`src/rtl/vc_pop_scheduler.sv`:
```
// Registered pop-request controller: main-FIFO pop plus a weighted round-robin
// VC0/VC1 scheduler that shares the mux path, with pause/stall back-pressure.
module vc_pop_scheduler #(
    parameter int            WW     = 4,
    parameter logic [WW-1:0] W0_DEF = WW'(4),
    parameter logic [WW-1:0] W1_DEF = WW'(1)
) (
    input  logic          clk,
    input  logic          reset,
    input  logic          enable,
    input  logic          cfg_load,
    input  logic [WW-1:0] w0_in,
    input  logic [WW-1:0] w1_in,
    input  logic          mf_empty,
    input  logic          mf_almost_empty,
    input  logic          vc0_pause,
    input  logic          vc1_pause,
    input  logic          vc0_empty,
    input  logic          vc1_empty,
    input  logic          vc0_almost_empty,
    input  logic          vc1_almost_empty,
    input  logic          d0_pause,
    input  logic          d1_pause,
    output logic          pop_mf,
    output logic          pop_vc0,
    output logic          pop_vc1,
    output logic          grant,
    output logic [1:0]    sched_state
);

    typedef enum logic [1:0] {IDLE = 2'd0, SERVE0 = 2'd1, SERVE1 = 2'd2, PAUSE = 2'd3} state_t;

    function automatic logic [WW-1:0] nz(input logic [WW-1:0] w);
        return (w == '0) ? WW'(1) : w;
    endfunction

    state_t        state_q, state_d;
    logic [WW-1:0] cnt_q, cnt_d;
    logic [WW-1:0] w0_q, w1_q, w0_sh_q, w1_sh_q;
    logic          rptr_q, rptr_d;
    logic          pop_mf_q, pop_mf_d, pop_vc0_q, pop_vc0_d, pop_vc1_q, pop_vc1_d;
    logic          grant_q, grant_d;

    logic          stall, go, vc0_ok, vc1_ok, sel_vc, cur_ok, oth_ok, serving;
    logic [WW-1:0] wlim;
    state_t        st_cur, st_oth;

    assign stall   = d0_pause | d1_pause;
    assign go      = enable & ~stall;
    assign vc0_ok  = ~vc0_empty & ~(pop_vc0_q & vc0_almost_empty);
    assign vc1_ok  = ~vc1_empty & ~(pop_vc1_q & vc1_almost_empty);
    assign serving = (state_q == SERVE0) || (state_q == SERVE1);
    // In PAUSE the "current" VC is the resume pointer; otherwise it is the served VC.
    assign sel_vc  = (state_q == PAUSE) ? rptr_q : state_q[1];
    assign cur_ok  = sel_vc ? vc1_ok : vc0_ok;
    assign oth_ok  = sel_vc ? vc0_ok : vc1_ok;
    assign st_cur  = sel_vc ? SERVE1 : SERVE0;
    assign st_oth  = sel_vc ? SERVE0 : SERVE1;
    // At a turn boundary the pending (shadow) weight applies immediately.
    assign wlim    = (cnt_q == '0) ? (sel_vc ? w1_sh_q : w0_sh_q)
                                   : (sel_vc ? w1_q    : w0_q);

    always_ff @(posedge clk or posedge reset) begin
        if (reset) begin
            state_q   <= IDLE;
            cnt_q     <= '0;
            rptr_q    <= 1'b0;
            w0_q      <= nz(W0_DEF);
            w1_q      <= nz(W1_DEF);
            w0_sh_q   <= nz(W0_DEF);
            w1_sh_q   <= nz(W1_DEF);
            pop_mf_q  <= 1'b0;
            pop_vc0_q <= 1'b0;
            pop_vc1_q <= 1'b0;
            grant_q   <= 1'b0;
        end else begin
            state_q   <= state_d;
            cnt_q     <= cnt_d;
            rptr_q    <= rptr_d;
            pop_mf_q  <= pop_mf_d;
            pop_vc0_q <= pop_vc0_d;
            pop_vc1_q <= pop_vc1_d;
            grant_q   <= grant_d;
            if (cnt_q == '0) begin
                w0_q <= w0_sh_q;
                w1_q <= w1_sh_q;
            end
            if (cfg_load) begin
                w0_sh_q <= nz(w0_in);
                w1_sh_q <= nz(w1_in);
            end
        end
    end

    always_comb begin
        state_d = state_q;
        cnt_d   = cnt_q;
        rptr_d  = rptr_q;
        case (state_q)
            IDLE: begin
                if (go) begin
                    if (vc0_ok)      state_d = SERVE0;
                    else if (vc1_ok) state_d = SERVE1;
                end
            end
            SERVE0, SERVE1: begin
                if (!go) begin
                    state_d = PAUSE;
                    rptr_d  = sel_vc;
                end else if (cur_ok) begin
                    if (cnt_q == wlim - 1'b1) begin
                        cnt_d = '0;
                        if (oth_ok) state_d = st_oth;
                    end else begin
                        cnt_d = cnt_q + 1'b1;
                    end
                end else begin
                    cnt_d   = '0;
                    state_d = oth_ok ? st_oth : IDLE;
                end
            end
            PAUSE: begin
                if (go) begin
                    if (cur_ok) begin
                        state_d = st_cur;
                    end else begin
                        cnt_d   = '0;
                        state_d = oth_ok ? st_oth : IDLE;
                    end
                end
            end
            default: state_d = IDLE;
        endcase
    end

    always_comb begin
        pop_vc0_d = 1'b0;
        pop_vc1_d = 1'b0;
        grant_d   = grant_q;
        if (serving && go && cur_ok) begin
            pop_vc0_d = ~sel_vc;
            pop_vc1_d = sel_vc;
            grant_d   = sel_vc;
        end
        pop_mf_d = enable & ~mf_empty & ~vc0_pause & ~vc1_pause & ~(pop_mf_q & mf_almost_empty);
    end

    assign pop_mf      = pop_mf_q;
    assign pop_vc0     = pop_vc0_q;
    assign pop_vc1     = pop_vc1_q;
    assign grant       = grant_q;
    assign sched_state = state_q;

endmodule
```
`config.mk`:
```
export PLATFORM = sky130hd
export DESIGN_NAME = vc_pop_scheduler
export DESIGN_NICKNAME = d
export VERILOG_FILES = /design/src/rtl/vc_pop_scheduler.sv
export SDC_FILE = /design/constraint.sdc
export NUM_CORES = 1
export LEC_CHECK = 0
export CAP_MARGIN = 10
export CORE_MARGIN = 8
export CORE_UTILIZATION = 50
export CTS_CLUSTER_SIZE = 30
export DETAILED_ROUTE_END_ITERATION = 10
export PLACE_DENSITY_LB_ADDON = 0.2
export SLEW_MARGIN = 10
export SYNTH_ARGS = -nofsm -noshare
export SYNTH_HDL_FRONTEND = slang
export SYNTH_SLANG_ARGS = --single-unit
```
`constraint.sdc`:
```
create_clock -name clk -period 3.3 [get_ports clk]
set_input_delay 0.66 -clock clk [delete_from_list [all_inputs] [get_ports clk]]
set_output_delay 0.66 -clock clk [all_outputs]
set_load 0.05 [all_outputs]
```
# Word-level counts from Yosys, hierarchy flattened
# Index checks and enable logic that the tools add are counted.
# totals
ff_bits	27
in_bits	22
out_inout_bits	6
wordCells	87
# op_classes
n_addsub	2
eq_ne	11
muxes	29
bitwise	22
n_reduce_logical	12
# op_table
op	count
$mux W4	10
$mux W2	12
$logic_not A4 Y1	3
$not A1 Y1	11
$and A1 B1 Y1	10
$ne A2 B2 Y1 const B	4
$ne A4 B4 Y1 const B	2
$pmux W4 S2	1
$pmux W2 S3	1
$mux W1	5
$reduce_and A5 Y1	1
$add A4 B1 Y4 const B	1
$eq A2 B2 Y1 const B	2
$eq A4 B4 Y1	1
$reduce_and A4 Y1	1
$sub A4 B1 Y4 const B	1
$ne A3 B3 Y1 const B	1
$eq A2 B1 Y1 const B	1
$logic_and A1 B1 Y1	2
$logic_not A2 Y1	1
$reduce_and A2 Y1	1
$reduce_bool A2 Y1	1
$reduce_or A2 Y1	1
$logic_or A1 B1 Y1	1
$or A1 B1 Y1	1

# Longest topological paths before layout
# depth
ltp_word	10
mapped_depth	13
mapped_depth_nobuf	12

# Worst setup path before layout
# No wires, ideal clock.
# synth_path
kind	register -> register
start	register state_q[1] (netlist: sched_state[1])
end	register state_q[1] (netlist: sched_state[1])
setup_time_ps	125
arrival_time_ps	3327
required_ps	3175
slack_ps	-152
stages_incl_launch_ff	13
path_buffers	2
period_less_slack_ps	3452
cell_sequence	dfrtp_1 ha_1 buf_6 mux2i_4 buf_4 mux4_1 inv_1 ha_1 xnor2_1 nor3_2 inv_1 o41a_2 mux2_4
# synth_between
elab_chain_len	8
word_cells_on_any_way	29
classes_between	add/sub: 1; eq/ne: 9; mux: 16; reduce/logical: 3
# synth_rtl
item	line_no	text
start, declared	37	state_t state_q, state_d;
start signal, assigned	77	state_q <= state_d;
$eq A2 B2 Y1	54, 99	
$mux W1	54	assign sel_vc = (state_q == PAUSE) ? rptr_q : state_q[1];
$mux W4 (tied with other cells)	61	: (sel_vc ? w1_q : w0_q);
$mux W4 / $mux W2 (equally long branches)	60, 113	
$sub A4 B1 Y4 / $mux W2 (equally long branches)	111	if (cnt_q == wlim - 1'b1) begin
$eq A4 B4 Y1 / $mux W2 (equally long branches)	111, 110	
$ne A4 B4 Y1 (no line) / $mux W2 (equally long branches)	n/a	
$reduce_and A5 Y1 (no line) / $pmux W2 S3 (equally long branches)	n/a	
# Several ways; a longest one is shown, not always the timed one. The select of a mux whose other input is x is not followed.
# A chain may end at the register's enable or synchronous reset.

# Final worst setup path
# layout_path
start	register cnt_q[0]
end	register state_q[1] (netlist: sched_state[1])
# layout_between
elab_chain_len	6
# layout_rtl
item	line_no	text
start, declared	38	logic [WW-1:0] cnt_q, cnt_d;
start signal, assigned	78	cnt_q <= cnt_d;
$logic_not A4 Y1	60	assign wlim = (cnt_q == '0) ? (sel_vc ? w1_sh_q : w0_sh_q)
$mux W4	60	
$sub A4 B1 Y4	111	
$eq A4 B4 Y1 (*)	111	
$ne A4 B4 Y1 (no line) (*)	n/a	
$reduce_and A5 Y1 (no line) (*)	n/a	
# Mark *: on every way between the ends. The rest lies on a longest branch, timed or not.

==> impl_metrics.csv <==
group,metric,value,unit
floorplan,die_h,72.5,um
run_status,status,"completed",
power_and_ir_drop,pwr-share-comb,62.3,%
cts,holdBufCountCts,0,
worst_setup_path,startpoint_type,"flop",
worst_setup_path,critPathSlowestCell,"mux4_2",
synthesis,synth_flop_cell,"dfrtp_1",
power_and_ir_drop,pwr-share-seq,29.4,%
synthesis,synth.top_cells.by_area,"dfrtp_1, mux2_2, dfstp_2, ha_1, a21oi_1",
global_route,grt_pass1_vias,1221,
global_route,overflow,0,
floorplan,core_area,0.00305,sq mm
synthesis,netlist_area,0.00160,sq mm
synthesis,synth.most_common_cell,"dfrtp_1",
power_and_ir_drop,p_switching,0.712,mW
cts,cts_buffers,3,
sta,max_slew_margin,65.9,%
route,finalWirelength,3350,um
worst_setup_path,cp.arrival,3.35,ns
route,wire_per_inst,14.6,um
final_layout,fill_cells,271,
cts,htreeDepth,1,
synthesis,synth_top_area_share,36.1,%
placement,gp_congestion,0.875,
cts,cts.reportedPaths.clkPinSlew,0.15,ns
worst_setup_path,path_class,"reg -> reg",
cts,cts_tree,"built",
power_and_ir_drop,p_int,1.04,mW
route,vias_per_cell,5.47,
floorplan,dieWidth,72.5,um
sta,fmax,0.320,GHz
sta,maxSlewViolCount,0,
cts,clock_tree.root_cell,"clkbuf_4",
floorplan,io_pins,28,
synthesis,avgSynthCellArea,10.6,sq um
final_layout,num_antenna_cells,0,
final_layout,drive_gt1_share,24.2,%
cts,clock_latency,0.33,ns
route,remaining_drc_errors,0,
cts,cts_sinks,27,
worst_setup_path,reg2reg_slack,0.18,ns
placement,portBuffers,27,
final_layout,nets,215,
synthesis,syn_nets,179,
route,via_count,1257,
global_route,grt_pass1_wl,5750,um
sta,fin_crit,3.12,ns
route,ant_nets,0,
route,drt_first_pass_iters,4,
worst_setup_path,path_buf_inv,3,
synthesis,ys_types,38,
power_and_ir_drop,ir_worst_vdd,0.334,mV
placement,hpwl,2660,um
min_path,hold_class,"reg -> reg",
global_route,antenna_found_initial,0,
route,dr.first_iter.drc_count,101,
sta,fin_worst_skew,0.00423,ns
job,maxCapViolations,0,
synthesis,synth_common_cells,"dfrtp_1, mux2_2, a21oi_1, nand2_1, o21ai_0",
power_and_ir_drop,p_leak,0.815,nW
synthesis,synth_edf_count,0,
worst_setup_path,cp.required,3.53,ns
floorplan,initial_core_util,52.3,%
final_layout,area_growth_syn_to_layout,24.1,%
power_and_ir_drop,p_total,1.75,mW
worst_setup_path,crit_top_cell,"inv_1",
sta,tightest_slew,0.509,ns
worst_setup_path,cpPeakStageDelay,0.57,ns
sta,setup_tns,0,ns
sta,grt_setup_unrepaired,"no",
worst_setup_path,critPathTopFamily,"multiplexers",
power_and_ir_drop,pwr-share-clk,8.3,%
synthesis,ys_ff_latch,27,
floorplan,dieArea,0.00525,sq mm
sta,hold_viol,0,
power_and_ir_drop,pwr_density_cell,884,mW/mm^2
synthesis,ys_async_sr_fraction,100,%
worst_setup_path,crit_chain,"inv_1 -> ha_1 -> nor3b_4 -> mux4_2 -> inv_1 -> ha_1 -> xnor2_1 -> nor3_2 -> inv_1 -> o41a_2 -> mux2_4",
power_and_ir_drop,power_switching_share,40.7,%
global_route,grt.total_usage,13.6,%
worst_setup_path,crit_path_max_fanout,5,
synthesis,yosys_warnings,0,
cts,clock_path_buffers,2,
synthesis,syn_inst,151,
sta,finalCritPeriodShare,94.6,%
global_route,grt_max_degree,28,
cts,post_cts_buffers,0,
sta,finalSetupViolCount,0,
floorplan,placementRows,20,
synthesis,ys_seq_area_share,42.7,%
worst_setup_path,worst_setup_path_end_kind,"flop",
synthesis,yosysTopAreaCell,"dfrtp_1",
[layout make-up]
type | instances | area [sq um] | area share (%)
clock buffer | 3 | 22.5 | 1.14
clock inverter | 1 | 5.00 | 0.253
inverter | 10 | 37.5 | 1.90
multi-input combinational | 109 | 838 | 42.4
sequential | 27 | 683 | 34.5
tap | 44 | 55.1 | 2.78
timing repair buffer | 36 | 338 | 17.1
[registers in the layout, summed over array words and instances, names as in the netlist, 2 cells and up]
| register | flops |
|---|---|
| sched_state | 2 |
| w1_q | 4 |
| w1_sh_q | 4 |
| w0_sh_q | 4 |
| cnt_q | 4 |
| w0_q | 4 |
[logic make-up after synthesis]
| logic type | count (synthesis) | synth area share, % |
|---|---|---|
| multiplexers | 22 | 18.9 |
| buffers and inverters | 15 | 4.31 |
| AND/OR/NAND/NOR | 37 | 11.7 |
| AO/OA/AOI/OAI | 37 | 13.9 |
| adder cells (fa/ha/maj) | 6 | 4.71 |
| XOR/XNOR | 7 | 3.84 |
| flip-flops | 27 | 42.7 |
[routing by layer]
| metal | wire length, um | GRT usage (%) |
|---|---|---|
| met1 | 1500 | 17.1 |
| met2 | 1630 | 21.8 |
| met3 | 156 | 2.89 |
| met4 | 63 | 6.44 |
| met5 | 0 | 0 |
[path summary, 6_finish.rpt]
check | start | to | depth (start not counted)
max | cnt_q[0] | sched_state[1] | 11
min | pop_mf | pop_mf | 1
max reg2reg | cnt_q[0] | sched_state[1] | 11
min reg2reg | pop_mf | pop_mf | 1
max in group asynchronous | reset | w0_q[2] | 3
min in group asynchronous | reset | w0_sh_q[1] | 3
[power by group through the flow]
stage	Sequential, mW	Clock [mW]	Combinational [mW]
6_report	0.514	0.145	1.09
5_1_grt	0.528	0.163	1.20
4_1_cts	0.511	0.151	1.09
3_5_place_dp	0.518	0	1.09
3_3_place_gp	0.509	0	1.05
2_1_floorplan	0.566	0	0.776
[layout by cell type (no fill, tap or decap), types with 2 or more instances in the layout]
| cell | count |
|---|---|
| ha_1 | 6 |
| a31oi_1 | 2 |
| dfrtp_2 | 2 |
| nand2_1 | 12 |
| clkdlybuf4s50_1 | 27 |
| mux2_2 | 15 |
| dfrtp_1 | 21 |
| nor3_1 | 6 |
| a21o_1 | 2 |
| a21oi_1 | 14 |
| dfstp_2 | 4 |
| o21ai_0 | 12 |
| mux4_2 | 3 |
| nor2_1 | 11 |
| inv_1 | 10 |
| xnor2_1 | 6 |
| buf_4 | 9 |
| mux2i_1 | 2 |
| clkbuf_4 | 3 |
[stage by stage]
stage	instance area, sq um	instances	hold slack, ns	util [%]	setup WS, ns
global placement	1960	226	0.432	64.2	0.217
global route	1980	230	0.462	64.8	0.00959
finish	1980	230	0.447	64.8	0.178
floorplan	1600	151	0.472	-	0.0554
detailed placement	1960	226	0.435	64.2	0.127
CTS	1990	230	0.454	65.1	0.105
[timing repair]
| item | 4_1_cts | 5_1_grt |
|---|---|---|
| endpoints found under the setup margin | 0 | 1 |
| gates resized for setup | 0 | 2 |
| hold endpoints to repair | 0 | 0 |
Note: power is estimated with default switching activity, not from simulation.
